--- config.mk ---
export PLATFORM = sky130hd
export DESIGN_NAME = rv_multicycle_ctrl_flat
export DESIGN_NICKNAME = d
export VERILOG_FILES = /design/src/rtl/rv_multicycle_ctrl_if.sv /design/src/rtl/rv_multicycle_ctrl.sv /design/src/flat_wrapper.sv
export SDC_FILE = /design/constraint.sdc
export NUM_CORES = 1
export LEC_CHECK = 0
export ABC_CLOCK_PERIOD_IN_PS = 4800
export BUFFER_PORTS_ARGS = -buffer_cell sky130_fd_sc_hd__buf_2
export CAP_MARGIN = 40
export CORE_MARGIN = 4
export CORE_UTILIZATION = 57
export DETAILED_ROUTE_END_ITERATION = 6
export PLACE_DENSITY_LB_ADDON = 0.15
export SYNTH_ARGS = -nofsm -noshare
export SYNTH_HDL_FRONTEND = slang
export SYNTH_SLANG_ARGS = --single-unit
--- constraint.sdc ---
create_clock -name i_clk -period 4.8 [get_ports i_clk]
set_input_delay 0.48 -clock i_clk [delete_from_list [all_inputs] [get_ports i_clk]]
set_output_delay 0.48 -clock i_clk [all_outputs]
set_load 0.01 [all_outputs]
--- src/rtl/rv_multicycle_ctrl_if.sv ---
// ---------------------------------------------------------------------------
// rv_multicycle_ctrl_if
//   Bundles everything the multi-cycle RV32I controller exchanges with the
//   instruction memory, data memory, multiply/divide unit and datapath.
//   Signal names keep their i_/o_ prefixes as seen from the controller.
//
//   Handshake semantics (all three links): the controller raises a request
//   (o_imem_req, o_dmem_req) or waits in MDU, and holds it until the
//   matching ready/done input is sampled high on a rising clock edge.
//   i_instr is only meaningful in a cycle where i_imem_ready is high in
//   FETCH. A ready seen while no request is raised is ignored.
//
//   Modports:
//     master - controller side (drives o_*, reads i_*)
//     slave  - memories/MDU/datapath side (drives i_*, reads o_*)
// ---------------------------------------------------------------------------
interface rv_multicycle_ctrl_if #(
  parameter int unsigned RET_W = 32
);
  logic [31:0]      i_instr;
  logic             i_imem_ready;
  logic             i_dmem_ready;
  logic             i_mdu_done;

  logic [2:0]       o_state;
  logic             o_imem_req;
  logic             o_ir_wr_en;
  logic             o_dmem_req;
  logic             o_dmem_wr_en;
  logic             o_mdu_start;
  logic             o_alu_input_sel;
  logic [2:0]       o_alu_op_sel;
  logic             o_alu_sub_sel;
  logic             o_alu_sign_sel;
  logic             o_alu_arith_sel;
  logic             o_jump_sel;
  logic             o_jump_type_sel;
  logic             o_pc_wr_en;
  logic [2:0]       o_reg_wr_sel;
  logic             o_reg_wr_en;
  logic             o_halt;
  logic             o_trap;
  logic [RET_W-1:0] o_retired;

  modport master (
    input  i_instr, i_imem_ready, i_dmem_ready, i_mdu_done,
    output o_state, o_imem_req, o_ir_wr_en, o_dmem_req, o_dmem_wr_en,
           o_mdu_start, o_alu_input_sel, o_alu_op_sel, o_alu_sub_sel,
           o_alu_sign_sel, o_alu_arith_sel, o_jump_sel, o_jump_type_sel,
           o_pc_wr_en, o_reg_wr_sel, o_reg_wr_en, o_halt, o_trap, o_retired
  );

  modport slave (
    output i_instr, i_imem_ready, i_dmem_ready, i_mdu_done,
    input  o_state, o_imem_req, o_ir_wr_en, o_dmem_req, o_dmem_wr_en,
           o_mdu_start, o_alu_input_sel, o_alu_op_sel, o_alu_sub_sel,
           o_alu_sign_sel, o_alu_arith_sel, o_jump_sel, o_jump_type_sel,
           o_pc_wr_en, o_reg_wr_sel, o_reg_wr_en, o_halt, o_trap, o_retired
  );
endinterface

--- src/rtl/rv_multicycle_ctrl.sv ---
// ---------------------------------------------------------------------------
// rv_multicycle_ctrl
//   Multi-cycle RV32I control unit. Each instruction walks through
//   FETCH -> DECODE -> EXEC -> (MEM | MDU) -> WB, waiting on the memory and
//   MDU handshakes. Control fields are decoded once in DECODE into a
//   register so they stay stable for the rest of the instruction.
//   HALT (SYSTEM opcode) and TRAP (illegal opcode / timeout) are absorbing
//   until reset. o_retired counts completed instructions.
//
//   Ports:
//     i_clk  - clock
//     i_rst  - asynchronous active-low reset; all outputs read 0 while low
//     bus    - rv_multicycle_ctrl_if.master (memories, MDU, datapath)
//
//   Parameters:
//     MEM_TIMEOUT - max cycles waiting in FETCH/MEM before TRAP (0 = off)
//     EN_MUL      - 1 routes RV32M encodings to the MDU, 0 traps them
//     RET_W       - width of the retired-instruction counter
// ---------------------------------------------------------------------------
module rv_multicycle_ctrl #(
  parameter int unsigned MEM_TIMEOUT = 0,
  parameter bit          EN_MUL      = 1'b0,
  parameter int unsigned RET_W       = 32
) (
  input  logic                 i_clk,
  input  logic                 i_rst,
  rv_multicycle_ctrl_if.master bus
);

  localparam logic [2:0] S_FETCH  = 3'd0;
  localparam logic [2:0] S_DECODE = 3'd1;
  localparam logic [2:0] S_EXEC   = 3'd2;
  localparam logic [2:0] S_MEM    = 3'd3;
  localparam logic [2:0] S_WB     = 3'd4;
  localparam logic [2:0] S_MDU    = 3'd5;
  localparam logic [2:0] S_HALT   = 3'd6;
  localparam logic [2:0] S_TRAP   = 3'd7;

  localparam logic [6:0] OPC_LUI    = 7'b0110111;
  localparam logic [6:0] OPC_AUIPC  = 7'b0010111;
  localparam logic [6:0] OPC_JAL    = 7'b1101111;
  localparam logic [6:0] OPC_JALR   = 7'b1100111;
  localparam logic [6:0] OPC_BRANCH = 7'b1100011;
  localparam logic [6:0] OPC_LOAD   = 7'b0000011;
  localparam logic [6:0] OPC_STORE  = 7'b0100011;
  localparam logic [6:0] OPC_IMM    = 7'b0010011;
  localparam logic [6:0] OPC_REG    = 7'b0110011;
  localparam logic [6:0] OPC_FENCE  = 7'b0001111;
  localparam logic [6:0] OPC_SYSTEM = 7'b1110011;

  localparam logic [2:0] WB_ALU   = 3'd0;
  localparam logic [2:0] WB_LOAD  = 3'd1;
  localparam logic [2:0] WB_LUI   = 3'd2;
  localparam logic [2:0] WB_AUIPC = 3'd3;
  localparam logic [2:0] WB_PC4   = 3'd4;

  typedef struct packed {
    logic       alu_input_sel;
    logic [2:0] alu_op_sel;
    logic       alu_sub_sel;
    logic       alu_sign_sel;
    logic       alu_arith_sel;
    logic       jump_sel;
    logic       jump_type_sel;
    logic [2:0] reg_wr_sel;
    logic       rd_wr;       // writes a register other than x0
    logic       is_load;
    logic       is_store;
    logic       is_branch;
  } dec_t;

  logic [2:0]       state;
  logic [2:0]       state_nxt;
  logic [21:0]      ir;          // {funct7, funct3, rd, opcode}
  dec_t             dec_q;
  dec_t             dec_d;
  logic [31:0]      wait_cnt;
  logic             mdu_started;
  logic [RET_W-1:0] retired;

  logic             dec_halt;
  logic             dec_bad;
  logic             dec_m;
  logic             timeout_hit;
  logic             retire;

  // rs1/rs2 fields belong to the datapath; the controller never looks at them.
  logic unused_instr_bits;
  assign unused_instr_bits = ^bus.i_instr[24:15];

  logic [6:0] opcode;
  logic [2:0] funct3;
  logic [4:0] rd;
  logic [6:0] funct7;
  assign opcode = ir[6:0];
  assign rd     = ir[11:7];
  assign funct3 = ir[14:12];
  assign funct7 = ir[21:15];

  // Combinational decode of the latched instruction, captured in DECODE.
  always_comb begin
    dec_d    = '0;
    dec_halt = 1'b0;
    dec_bad  = 1'b0;
    dec_m    = 1'b0;
    case (opcode)
      OPC_LUI: begin
        dec_d.reg_wr_sel = WB_LUI;
        dec_d.rd_wr      = 1'b1;
      end
      OPC_AUIPC: begin
        dec_d.reg_wr_sel = WB_AUIPC;
        dec_d.rd_wr      = 1'b1;
      end
      OPC_JAL: begin
        dec_d.jump_sel   = 1'b1;
        dec_d.reg_wr_sel = WB_PC4;
        dec_d.rd_wr      = 1'b1;
      end
      OPC_JALR: begin
        dec_d.jump_sel      = 1'b1;
        dec_d.jump_type_sel = 1'b1;
        dec_d.alu_input_sel = 1'b1;
        dec_d.reg_wr_sel    = WB_PC4;
        dec_d.rd_wr         = 1'b1;
      end
      OPC_BRANCH: begin
        dec_d.is_branch    = 1'b1;
        dec_d.alu_sign_sel = funct3[1];  // bltu/bgeu compare unsigned
      end
      OPC_LOAD: begin
        dec_d.is_load       = 1'b1;
        dec_d.alu_input_sel = 1'b1;
        dec_d.reg_wr_sel    = WB_LOAD;
        dec_d.rd_wr         = 1'b1;
      end
      OPC_STORE: begin
        dec_d.is_store      = 1'b1;
        dec_d.alu_input_sel = 1'b1;
      end
      OPC_IMM: begin
        dec_d.alu_input_sel = 1'b1;
        // slti shares the compare op with sltiu; sign_sel tells them apart
        dec_d.alu_op_sel    = {funct3[2], funct3[1], funct3[0] | (funct3 == 3'b010)};
        dec_d.alu_sign_sel  = (funct3 == 3'b011);
        // bit 30 of srai is the arithmetic flag; for addi it is immediate data
        dec_d.alu_arith_sel = (funct3 == 3'b101) & funct7[5];
        dec_d.rd_wr         = 1'b1;
      end
      OPC_REG: begin
        if (funct7 == 7'b0000001) begin
          dec_m       = 1'b1;
          dec_d.rd_wr = 1'b1;
        end else begin
          dec_d.alu_op_sel    = {funct3[2], funct3[1], funct3[0] | (funct3 == 3'b010)};
          dec_d.alu_sub_sel   = (funct3 == 3'b000) & funct7[5];
          dec_d.alu_sign_sel  = (funct3 == 3'b011);
          dec_d.alu_arith_sel = (funct3 == 3'b101) & funct7[5];
          dec_d.rd_wr         = 1'b1;
        end
      end
      OPC_FENCE: begin
        // single in-order master: fence retires as a no-op through WB
      end
      OPC_SYSTEM: dec_halt = 1'b1;
      default:    dec_bad  = 1'b1;
    endcase
    dec_d.rd_wr = dec_d.rd_wr & (rd != 5'd0);
  end

  assign timeout_hit = (MEM_TIMEOUT != 0) && (wait_cnt == MEM_TIMEOUT - 1);

  always_comb begin
    state_nxt = state;
    case (state)
      S_FETCH: begin
        if (bus.i_imem_ready)  state_nxt = S_DECODE;
        else if (timeout_hit)  state_nxt = S_TRAP;
      end
      S_DECODE: begin
        if (dec_halt)          state_nxt = S_HALT;
        else if (dec_bad)      state_nxt = S_TRAP;
        else if (dec_m)        state_nxt = EN_MUL ? S_MDU : S_TRAP;
        else                   state_nxt = S_EXEC;
      end
      S_EXEC: begin
        if (dec_q.is_load || dec_q.is_store) state_nxt = S_MEM;
        else if (dec_q.is_branch)            state_nxt = S_FETCH;
        else                                 state_nxt = S_WB;
      end
      S_MEM: begin
        if (bus.i_dmem_ready)  state_nxt = dec_q.is_load ? S_WB : S_FETCH;
        else if (timeout_hit)  state_nxt = S_TRAP;
      end
      S_MDU: begin
        if (bus.i_mdu_done)    state_nxt = S_WB;
      end
      S_WB:    state_nxt = S_FETCH;
      default: state_nxt = state;  // HALT and TRAP hold until reset
    endcase
  end

  assign retire = ((state == S_EXEC) && dec_q.is_branch) ||
                  ((state == S_MEM) && dec_q.is_store && bus.i_dmem_ready) ||
                  (state == S_WB);

  always_ff @(posedge i_clk or negedge i_rst) begin
    if (!i_rst) begin
      state       <= S_FETCH;
      ir          <= '0;
      dec_q       <= '0;
      wait_cnt    <= '0;
      mdu_started <= 1'b0;
      retired     <= '0;
    end else begin
      state <= state_nxt;
      if ((state == S_FETCH) && bus.i_imem_ready)
        ir <= {bus.i_instr[31:25], bus.i_instr[14:12], bus.i_instr[11:7], bus.i_instr[6:0]};
      if (state == S_DECODE)
        dec_q <= dec_d;
      // wait counter restarts on every state change
      if (state_nxt != state)
        wait_cnt <= '0;
      else if ((state == S_FETCH) || (state == S_MEM))
        wait_cnt <= wait_cnt + 32'd1;
      mdu_started <= (state == S_MDU) && (state_nxt == S_MDU);
      if (retire)
        retired <= retired + RET_W'(1);
    end
  end

  // Strobes are gated by i_rst so FETCH's request stays low while reset is held.
  assign bus.o_state         = state;
  assign bus.o_imem_req      = i_rst && (state == S_FETCH);
  assign bus.o_ir_wr_en      = i_rst && (state == S_FETCH) && bus.i_imem_ready;
  assign bus.o_dmem_req      = i_rst && (state == S_MEM);
  assign bus.o_dmem_wr_en    = i_rst && (state == S_MEM) && dec_q.is_store;
  assign bus.o_mdu_start     = i_rst && (state == S_MDU) && !mdu_started;
  assign bus.o_pc_wr_en      = i_rst && retire;
  assign bus.o_reg_wr_en     = i_rst && (state == S_WB) && dec_q.rd_wr;
  assign bus.o_halt          = i_rst && (state == S_HALT);
  assign bus.o_trap          = i_rst && (state == S_TRAP);
  assign bus.o_alu_input_sel = dec_q.alu_input_sel;
  assign bus.o_alu_op_sel    = dec_q.alu_op_sel;
  assign bus.o_alu_sub_sel   = dec_q.alu_sub_sel;
  assign bus.o_alu_sign_sel  = dec_q.alu_sign_sel;
  assign bus.o_alu_arith_sel = dec_q.alu_arith_sel;
  assign bus.o_jump_sel      = dec_q.jump_sel;
  assign bus.o_jump_type_sel = dec_q.jump_type_sel;
  assign bus.o_reg_wr_sel    = dec_q.reg_wr_sel;
  assign bus.o_retired       = retired;

endmodule

--- src/flat_wrapper.sv ---
// flat-port wrapper written by rule: the top's interface ports become plain ports
module rv_multicycle_ctrl_flat 
#(
  parameter int unsigned MEM_TIMEOUT = 0,
  parameter bit          EN_MUL      = 1'b0,
  parameter int unsigned RET_W       = 32
)
  (i_clk, i_rst, bus_i_instr, bus_i_imem_ready, bus_i_dmem_ready, bus_i_mdu_done, bus_o_state, bus_o_imem_req, bus_o_ir_wr_en, bus_o_dmem_req, bus_o_dmem_wr_en, bus_o_mdu_start, bus_o_alu_input_sel, bus_o_alu_op_sel, bus_o_alu_sub_sel, bus_o_alu_sign_sel, bus_o_alu_arith_sel, bus_o_jump_sel, bus_o_jump_type_sel, bus_o_pc_wr_en, bus_o_reg_wr_sel, bus_o_reg_wr_en, bus_o_halt, bus_o_trap, bus_o_retired);
  rv_multicycle_ctrl_if #(.RET_W(RET_W)) bus_i ();
  input  logic i_clk;
  input  logic i_rst;
  input wire logic [$bits(bus_i.i_instr)-1:0] bus_i_instr;
  input wire logic [$bits(bus_i.i_imem_ready)-1:0] bus_i_imem_ready;
  input wire logic [$bits(bus_i.i_dmem_ready)-1:0] bus_i_dmem_ready;
  input wire logic [$bits(bus_i.i_mdu_done)-1:0] bus_i_mdu_done;
  output wire logic [$bits(bus_i.o_state)-1:0] bus_o_state;
  output wire logic [$bits(bus_i.o_imem_req)-1:0] bus_o_imem_req;
  output wire logic [$bits(bus_i.o_ir_wr_en)-1:0] bus_o_ir_wr_en;
  output wire logic [$bits(bus_i.o_dmem_req)-1:0] bus_o_dmem_req;
  output wire logic [$bits(bus_i.o_dmem_wr_en)-1:0] bus_o_dmem_wr_en;
  output wire logic [$bits(bus_i.o_mdu_start)-1:0] bus_o_mdu_start;
  output wire logic [$bits(bus_i.o_alu_input_sel)-1:0] bus_o_alu_input_sel;
  output wire logic [$bits(bus_i.o_alu_op_sel)-1:0] bus_o_alu_op_sel;
  output wire logic [$bits(bus_i.o_alu_sub_sel)-1:0] bus_o_alu_sub_sel;
  output wire logic [$bits(bus_i.o_alu_sign_sel)-1:0] bus_o_alu_sign_sel;
  output wire logic [$bits(bus_i.o_alu_arith_sel)-1:0] bus_o_alu_arith_sel;
  output wire logic [$bits(bus_i.o_jump_sel)-1:0] bus_o_jump_sel;
  output wire logic [$bits(bus_i.o_jump_type_sel)-1:0] bus_o_jump_type_sel;
  output wire logic [$bits(bus_i.o_pc_wr_en)-1:0] bus_o_pc_wr_en;
  output wire logic [$bits(bus_i.o_reg_wr_sel)-1:0] bus_o_reg_wr_sel;
  output wire logic [$bits(bus_i.o_reg_wr_en)-1:0] bus_o_reg_wr_en;
  output wire logic [$bits(bus_i.o_halt)-1:0] bus_o_halt;
  output wire logic [$bits(bus_i.o_trap)-1:0] bus_o_trap;
  output wire logic [$bits(bus_i.o_retired)-1:0] bus_o_retired;
  assign bus_i.i_instr = bus_i_instr;
  assign bus_i.i_imem_ready = bus_i_imem_ready;
  assign bus_i.i_dmem_ready = bus_i_dmem_ready;
  assign bus_i.i_mdu_done = bus_i_mdu_done;
  assign bus_o_state = bus_i.o_state;
  assign bus_o_imem_req = bus_i.o_imem_req;
  assign bus_o_ir_wr_en = bus_i.o_ir_wr_en;
  assign bus_o_dmem_req = bus_i.o_dmem_req;
  assign bus_o_dmem_wr_en = bus_i.o_dmem_wr_en;
  assign bus_o_mdu_start = bus_i.o_mdu_start;
  assign bus_o_alu_input_sel = bus_i.o_alu_input_sel;
  assign bus_o_alu_op_sel = bus_i.o_alu_op_sel;
  assign bus_o_alu_sub_sel = bus_i.o_alu_sub_sel;
  assign bus_o_alu_sign_sel = bus_i.o_alu_sign_sel;
  assign bus_o_alu_arith_sel = bus_i.o_alu_arith_sel;
  assign bus_o_jump_sel = bus_i.o_jump_sel;
  assign bus_o_jump_type_sel = bus_i.o_jump_type_sel;
  assign bus_o_pc_wr_en = bus_i.o_pc_wr_en;
  assign bus_o_reg_wr_sel = bus_i.o_reg_wr_sel;
  assign bus_o_reg_wr_en = bus_i.o_reg_wr_en;
  assign bus_o_halt = bus_i.o_halt;
  assign bus_o_trap = bus_i.o_trap;
  assign bus_o_retired = bus_i.o_retired;
  rv_multicycle_ctrl #(.MEM_TIMEOUT(MEM_TIMEOUT), .EN_MUL(EN_MUL), .RET_W(RET_W)) u_core (.i_clk(i_clk), .i_rst(i_rst), .bus(bus_i));
endmodule
==> flow_summary.json, run 1 <==
{
  "cts_root_buf": "clkbuf_8",
  "die_w_um": 87.0,
  "yosys_most_used_dff": "dfrtp_1",
  "path_class": "flip-flop to output port",
  "netlist_instances": 321,
  "final_cells": 477,
  "cap_viol_max_count": 0,
  "power_leakage_uw": 0.00208,
  "grt_pass1_vias": 2574,
  "synth.cell_area_um2": 3550,
  "synth_edf_count": 0,
  "io_buffers": 82,
  "clk_latency_ns": 0.35,
  "nets": 435,
  "hp-class": "input port to async pin",
  "routedWlPerCell_um": 15.1,
  "status": "complete, no violations",
  "skew_ns": 0.00794,
  "drcViolationCount": 0,
  "async_flop_share_pct": 100,
  "synth_cell_types": 54,
  "nFillCells": 468,
  "finalSetupViolations": 0,
  "dpl.hpwl_um": 5250,
  "core_um2": 5990,
  "hold_viol": 0,
  "overflow": 0,
  "final_area_um2": 4220,
  "clockBufferDepth": 2,
  "pin_count": 93,
  "fin_setup_tns_ns": 0,
  "antenna_found_initial": 0,
  "tritoncts": "yes",
  "htreeDepth": 3,
  "synth_nets": 359,
  "min_period_over_period_pct": 56.3,
  "p_total_uw": 1250,
  "whs_ns": 0.0723,
  "die_height_um": 87.0,
  "place_congestion": 0.788,
  "rsz0062_at_grt": "no",
  "post_cts_buffers": 0,
  "cp_max_fo": 16,
  "critPathArrivalTime_ns": 2.22,
  "wl_um": 7190,
  "critPathCaptureType": "output port",
  "synth.ff_latch_count": 74,
  "synth.avg_cell_area_um2": 11.1,
  "grt_pass1_wl_um": 12300,
  "clk_transition_reported_paths_ns": 0.08,
  "worst_slew_pin_slew_ns": 0.550,
  "dpl_cell_area_um2": 3980,
  "die_area_um2": 7560,
  "worstPathRequired_ns": 4.32,
  "first_pass_iters": 5,
  "cts_sinks": 74,
  "postCtsHoldBufs": 0,
  "avgViaCountPerCell": 5.55,
  "irDropWorstVdd_uv": 200,
  "vias": 2649,
  "fmax_mhz": 370,
  "syn2layout_area_growth_pct": 18.7,
  "insertedDiodeCount": 0,
  "cp-start-kind": "flip-flop",
  "drive_gt1_share_pct": 34.3,
  "ys_seq_area_share_pct": 52.1,
  "drtIter0Drc": 116,
  "yosysWarnings": 0,
  "ctsResizeCount": 0,
  "initial_core_util_pct": 59.3,
  "grt_util_all_layers_pct": 21.0,
  "power_per_cell_area_nw_per_um2": 296,
  "grt_max_degree": 44,
  "dp.cells": 461,
  "slew_violations": 0,
  "postRouteAntennaNets": 0,
  "period_minus_slack_ns": 2.70,
  "slew_headroom_pct": 62.9,
  "rows": 28,
  "cts_buffers": 9
}
-- cell type report --
| type | instances | area [um^2] | area share (%) |
|---|---|---|---|
| sequential | 74 | 1850 | 43.9 |
| timing repair buffer | 84 | 440 | 10.4 |
| clock inverter | 4 | 72.6 | 1.72 |
| inverter | 2 | 7.51 | 0.178 |
| clock buffer | 12 | 165 | 3.91 |
| multi-input combinational | 226 | 1590 | 37.6 |
| tap | 75 | 93.8 | 2.22 |
-- per-stage QoR --
stage | util (%) | setup slack, ns
floorplan | - | 2.83
global placement | 66.1 | 2.36
detailed placement | 66.5 | 2.47
CTS | 70.4 | 2.08
global route | 70.4 | 1.86
finish | 70.4 | 2.10
-- synth_stat cells (2+ instances only) --
cell	n	share of area, %
a211oi_1	3	0.63
a21oi_1	2	0.28
and2_1	4	0.70
and3_1	5	0.88
and4_1	5	1.2
buf_2	5	0.70
buf_4	8	1.7
clkbuf_1	6	0.63
dfrtp_1	74	52
inv_1	2	0.21
mux2_2	23	7.3
nand2_1	39	4.1
nand2b_1	5	0.88
nand3_1	19	2.7
nand4_1	9	1.6
nor2_1	13	1.4
nor2b_1	5	0.88
nor3_1	12	1.7
nor3_2	2	0.56
nor3b_1	2	0.42
nor3b_2	2	0.70
nor4_2	3	1.1
nor4b_1	2	0.49
o21ai_0	10	1.4
o21ai_1	2	0.28
o41ai_1	2	0.49
xnor2_1	16	3.9
xor2_1	15	3.7
-- worst paths after layout --
kind	start	cells after the start	to	slack (ns)
worst min-delay path	i_rst	1	u_core.bus.o_retired[2]	0.07
worst max-delay path	u_core.bus.o_state[0]	5	bus_o_pc_wr_en	2.10
min in group i_clk	bus_i_mdu_done	2	u_core.mdu_started	0.30
worst max register to register	u_core.bus.o_state[2]	4	u_core.bus.o_retired[1]	2.81
max in group asynchronous	i_rst	2	u_core.ir[5]	4.15
worst min register to register	u_core.bus.o_retired[31]	1	u_core.bus.o_retired[31]	0.46
-- flip-flops by register name, summed over array words and instances, names as in the netlist --
register                    flops
u_core.bus.o_alu_sign_sel       1
u_core.bus.o_jump_sel           1
u_core.bus.o_alu_arith_sel      1
u_core.bus.o_retired           32
u_core.bus.o_reg_wr_sel         3
u_core.ir                      22
u_core.mdu_started              1
u_core.dec_q                    4
u_core.bus.o_alu_sub_sel        1
u_core.bus.o_state              3
u_core.bus.o_alu_input_sel      1
u_core.bus.o_jump_type_sel      1
u_core.bus.o_alu_op_sel         3
-- power by group --
part	internal, uW	leakage (uW)	switching, uW
logic	21.5	0.000976	23.6
clock network	334	0.000119	227
registers	633	0.000982	10.4
total	988	0.00208	261
-- cells in the final DEF (no fill, tap or decap), drive strengths merged, types with 2 or more instances in the layout --
master	count
o21ai	13
mux2	23
o311ai	2
and4	6
xnor2	16
clkbuf	12
buf	84
nor4	4
dfrtp	74
nor2	13
and3	6
inv	2
nand2b	5
nor3	14
nand3	19
nand4	10
nor4b	3
bufinv	2
nand2	39
and2	4
a211oi	3
xor2	15
nor2b	5
o41ai	2
nor3b	4
a21oi	2
-- layer usage --
layer / routed length (um) / vias up / GRT usage [%]
li1: - / 1287 / -
met1: 3150 / 1268 / 27.3
met2: 3480 / 79 / 33.6
met3: 380 / 15 / 4.35
met4: 178 / 0 / 10.1
met5: 0 / - / 0
-- logic make-up after synthesis --
logic type | after synthesis | synth area share, %
adder cells (fa/ha/maj) | 1 | 0.352
multiplexers | 23 | 7.29
flip-flops | 74 | 52.1
AND/OR/NAND/NOR | 137 | 22.1
AO/OA/AOI/OAI | 34 | 7.29
XOR/XNOR | 31 | 7.64
buffers and inverters | 21 | 3.24
-- worst max-delay path, stage by stage, from the launching register on --
cell and delay [ns]:
dfrtp_1 0.57, and3_1 0.25, o21ai_1 0.31, nand2_1 0.34
and2_1 0.27, buf_2 0.13
Note: power is estimated with default switching activity, not from simulation.
==> inputs of run 2 (changes only) <==
Settings changed: ABC_CLOCK_PERIOD_IN_PS 4800 to 2830, CORE_UTILIZATION 57 to 53.
Clock period 4.8 ns to 2.83 ns, I/O delays scaled along.
==> run 2 against run 1 <==
Net effect:
- power rose by 60%
- sequential share of layout area rose by 0.34 points
- global-route usage fell by 2.0 points
- first-iteration DRC count fell by 4.3%
- via count rose by 0.38%
- count of clock-buffer cells in the layout did not move
- largest cell class unchanged
- largest power group unchanged
==> flow_summary.json, run 2 (synthesis gave the netlist of run 1 again) <==
{
  "status": "complete, no violations",
  "dp.cells": 463,
  "cts_root_buf": "clkbuf_8",
  "dpl.hpwl_um": 5250,
  "fmax_mhz": 389,
  "final_cells": 480,
  "whs_ns": 0.112,
  "hold_depth": 2,
  "worstHoldStart": "bus_i_mdu_done",
  "io_buffers": 82,
  "power_leakage_uw": 0.00206,
  "postRouteAntennaNets": 0,
  "nets": 436,
  "avgViaCountPerCell": 5.54,
  "pin_count": 93,
  "initial_core_util_pct": 55.3,
  "cp_max_fo": 16,
  "overflow": 0,
  "largest_reg_flops": 32,
  "multi_input_area_um2": 1590,
  "clk_latency_ns": 0.34,
  "hp-class": "input port to flip-flop",
  "final_cell_mix": "buf_2, dfrtp_1, nand2_1, mux2_2, nand3_1",
  "rsz0062_at_grt": "no",
  "place_congestion": 0.818,
  "final_common_cell": "buf_2",
  "rows": 29,
  "core_um2": 6420,
  "worstPathRequired_ns": 2.55,
  "insertedDiodeCount": 0,
  "grt_util_all_layers_pct": 19.0,
  "final-seq-area_um2": 1850,
  "wl_um": 7310,
  "routedWlPerCell_um": 15.2,
  "slew_headroom_pct": 55.0,
  "grt_pass1_wl_um": 12600,
  "critPathCaptureType": "output port",
  "cts_sinks": 74,
  "drive_gt1_share_pct": 34.0,
  "cap_viol_max_count": 0,
  "vias": 2659,
  "ctsResizeCount": 0,
  "die_height_um": 89.9,
  "grt_max_degree": 55,
  "nFillCells": 538,
  "period_minus_slack_ns": 2.57,
  "antenna_found_initial": 0,
  "cts_buffers": 9,
  "r2r_slack_ns": 0.81,
  "reg2reg_from": "u_core.bus.o_state[0]",
  "finalSetupViolations": 0,
  "clk_transition_reported_paths_ns": 0.08,
  "die_area_um2": 8080,
  "fin_setup_tns_ns": 0,
  "reg2reg_depth": 4,
  "die_w_um": 89.9,
  "hold_viol": 0,
  "grt_pass1_vias": 2678,
  "power_per_cell_area_nw_per_um2": 479,
  "critPathArrivalTime_ns": 2.29,
  "worst_slew_pin_slew_ns": 0.676,
  "path_class": "flip-flop to output port",
  "worst_r2r_endpoint": "u_core.bus.o_retired[1]",
  "hold_end": "u_core.mdu_started",
  "tritoncts": "yes",
  "drcViolationCount": 0,
  "irDropWorstVdd_uv": 329,
  "skew_ns": 0.00634,
  "drtIter0Drc": 111,
  "cp-start-kind": "flip-flop",
  "first_pass_iters": 4,
  "clockBufferDepth": 2,
  "min_period_over_period_pct": 90.9,
  "slew_violations": 0,
  "syn2layout_area_growth_pct": 17.8,
  "htreeDepth": 3
}
[run 2: how the worst max path moves through the flow]
stage                           from             end  slack [ns]  depth (start not counted)
2_1_floorplan  u_core.bus.o_state[1]  bus_o_ir_wr_en        1.06                          4
3_3_place_gp   u_core.bus.o_state[0]  bus_o_pc_wr_en        0.71                          5
3_5_place_dp   u_core.bus.o_state[0]  bus_o_pc_wr_en        0.67                          5
4_1_cts        u_core.bus.o_state[0]  bus_o_pc_wr_en        0.26                          5
5_1_grt        u_core.bus.o_state[0]  bus_o_pc_wr_en        0.10                          5
6_report       u_core.bus.o_state[0]  bus_o_pc_wr_en        0.26                          5
[run 2: critical path: stages (launching register included)]
cell and delay [ns]:
dfrtp_1 0.57, and3_1 0.25, o21ai_1 0.34, nand2_1 0.38, and2_1 0.28, buf_2 0.13
[run 2: repair_timing]
item / in CTS / in global routing
hold buffers: 1 / 0
endpoints found under the hold margin: 20 / 0
setup buffers: 0 / 0
[run 2: routing by layer]
metal	track usage, %	share of wire (%)	routed length (um)	vias up
li1	-	-	-	1288
met1	24.2	44	3190	1290
met2	31.5	49	3600	72
met3	5.09	6.0	441	9
met4	6.76	1.1	82	0
met5	0	0	0	-
[run 2: cell type report]
type,instances,area share (%)
Sequential cell,74,44.2
Multi-Input combinational cell,226,37.9
Timing Repair Buffer,85,10.5
Clock buffer,12,3.71
Tap cell,77,2.30
Clock inverter,4,1.20
Inverter,2,0.179
[run 2: metrics by stage]
stage | utilization, % | worst slack (ns) | total power, uW | area (um^2)
6_report | 65.2 | 0.259 | 2010 | 4190
5_1_grt | 65.2 | 0.103 | 2100 | 4190
4_1_cts | 65.2 | 0.263 | 2030 | 4190
3_5_place_dp | 61.8 | 0.669 | 1190 | 3970
3_3_place_gp | 61.8 | 0.705 | 1190 | 3970
2_1_floorplan | - | 1.06 | 1140 | 3550
[run 2: power by group]
part           total, uW  leakage, uW  switching [uW]  internal [uW]
logic               75.6     0.000976            40.3           35.3
registers           1090     0.000982            17.6           1070
clock network        839    0.0000986             385            455
total               2010      0.00206             443           1560
==> inputs of run 3 (changes only) <==
Settings changed: ABC_CLOCK_PERIOD_IN_PS 2830 to 2200, CORE_UTILIZATION 53 to 48.
Clock period 2.83 ns to 2.2 ns, I/O delays scaled along.
==> run 3 against run 2 <==
Net effect:
- power increased by 39%
- register-to-register slack got worse by 0.46 ns
- non-clock buffer count increased by 7
- largest power group unchanged
- count of clock-buffer cells in the layout decreased by 2
- global-route usage decreased by 0.72 points
- highest routed layer unchanged
- worst setup slack got worse by 0.13 ns
- clock skew increased by 0.0045 ns
- core utilization decreased by 5.3 points
- via count increased by 1.2%
==> flow_summary.json, run 3 (synthesis gave the netlist of run 1 again) <==
{
  "status": "complete, no violations",
  "rows": 31,
  "cp-start-kind": "flip-flop",
  "cts_buffers": 9,
  "first_pass_iters": 4,
  "routedWlPerCell_um": 14.7,
  "drtIter0Drc": 87,
  "dp_slack_ns": 0.349,
  "grt_util_all_layers_pct": 18.3,
  "initial_core_util_pct": 49.3,
  "final_cell_mix": "buf_2, dfrtp_1, nand2_1, mux2_2, nand3_1",
  "overflow": 0,
  "largest_reg_flops": 32,
  "reg2reg_from": "u_core.bus.o_retired[0]",
  "fmax_mhz": 484,
  "power_per_cell_area_nw_per_um2": 643,
  "vias": 2692,
  "core_um2": 7210,
  "grt_pass1_wl_um": 12600,
  "pin_count": 93,
  "clockBufferDepth": 2,
  "die_height_um": 94.1,
  "nets": 443,
  "critical_path.top_delay_family": "buffers and inverters",
  "fin_setup_tns_ns": 0,
  "path_buf_inv": 3,
  "place_congestion": 0.874,
  "syn2layout_area_growth_pct": 21.5,
  "min_period_over_period_pct": 94.0,
  "slew_headroom_pct": 55.5,
  "worstHoldStart": "bus_i_mdu_done",
  "die_area_um2": 8850,
  "drive_gt1_share_pct": 35.4,
  "whs_ns": 0.0477,
  "die_w_um": 94.1,
  "slew_violations": 0,
  "cp_max_fo": 25,
  "clk_transition_reported_paths_ns": 0.08,
  "io_buffers": 82,
  "cts_root_buf": "clkbuf_8",
  "wl_um": 7500,
  "finalSetupViolations": 0,
  "postRouteAntennaNets": 0,
  "cap_viol_max_count": 0,
  "hold_viol": 0,
  "crit_chain": "buf_4 -> nor4b_4 -> buf_8 -> and2_1 -> buf_2",
  "path_class": "flip-flop to output port",
  "irDropWorstVdd_uv": 394,
  "insertedDiodeCount": 0,
  "power_leakage_uw": 0.00211,
  "skew_ns": 0.0109,
  "drcViolationCount": 0,
  "avgViaCountPerCell": 5.29,
  "cts_sinks": 74,
  "htreeDepth": 3,
  "post_cts_buffers": 0,
  "final_common_cell": "buf_2",
  "grt_pass1_vias": 2710,
  "critPathArrivalTime_ns": 1.85,
  "worst_slew_pin_slew_ns": 0.668,
  "antenna_found_initial": 0,
  "rsz0062_at_grt": "no",
  "setup_slack_ns": 0.132,
  "hp-class": "input port to flip-flop",
  "period_minus_slack_ns": 2.07,
  "dpl.hpwl_um": 5510,
  "critical_path.slowest_cell": "dfrtp_1",
  "worstPathRequired_ns": 1.98,
  "grt_max_degree": 53,
  "cpPeakStageDelay_ns": 0.49,
  "clk_latency_ns": 0.35,
  "tritoncts": "yes",
  "critPathCaptureType": "output port",
  "cp-startpoint": "u_core.bus.o_state[1]"
}
-- run 3: cell types whose count changed in the layout (fill, tap and decap cells not counted) --
cell,previous run,this run
buf_4,3,9
nor3b_2,2,1
o21ai_1,2,1
inv_6,0,1
clkinv_2,1,0
nor3b_4,0,1
o21ai_2,0,1
bufinv_16,1,3
clkbuf_8,11,9
buf_8,0,1
-- run 3: path summary, 6_finish.rpt --
| check | end | slack, ns | depth (start not counted) |
|---|---|---|---|
| worst max-delay path | bus_o_ir_wr_en | 0.13 | 5 |
| worst max register to register | u_core.bus.o_retired[28] | 0.35 | 6 |
| min in group asynchronous | u_core.bus.o_retired[0] | 0.32 | 2 |
| worst min-delay path | u_core.mdu_started | 0.05 | 2 |
| max in group asynchronous | u_core.bus.o_retired[8] | 0.90 | 3 |
| worst min register to register | u_core.bus.o_retired[31] | 0.46 | 1 |
-- run 3: worst reg2reg max path, cell delays in order, from the launching register on --
cell and delay (ns):
dfrtp_1 0.44, ha_1 0.22, and4_1 0.25, nand3_1 0.15, nor3_1 0.39, nand4_1 0.16, xnor2_1 0.14
-- run 3: area by class of cell --
cell class / instances / area, um^2
sequential: 74 / 1850
inverter: 2 / 7.51
tap: 99 / 124
clock inverter: 6 / 114
fill: 670 / 2890
multi-input combinational: 226 / 1600
clock buffer: 10 / 128
timing repair buffer: 92 / 498
-- run 3: timing repair --
item                       CTS  global route
hold buffers                 1             0
gates resized for setup      0             4
hold endpoints to repair    22             0
setup endpoints to repair    0             2
-- run 3: power by group --
part	internal (uW)	switching (uW)	leakage [uW]
logic	46.7	53.3	0.00101
clock network	758	521	0.000113
registers	1380	21.2	0.000982
-- run 3: metrics by stage --
| stage | instance area, um^2 | total power [uW] | util (%) | std cells |
|---|---|---|---|---|
| finish | 4320 | 2780 | 59.9 | 509 |
| global route | 4320 | 2900 | 59.9 | 509 |
| CTS | 4300 | 2820 | 59.6 | 509 |
| detailed placement | 4050 | 1530 | 56.2 | 492 |
| global placement | 4050 | 1530 | 56.2 | 492 |
| floorplan | 3550 | 1460 | - | 321 |
-- run 3: per-layer routing --
metal / global-route usage [%] / vias up / part of all wire, %
li1: - / 1312 / -
met5: 0 / - / 0
met2: 30.5 / 74 / 49
met3: 4.57 / 12 / 5.5
met4: 7.10 / 0 / 1.7
met1: 22.9 / 1294 / 44
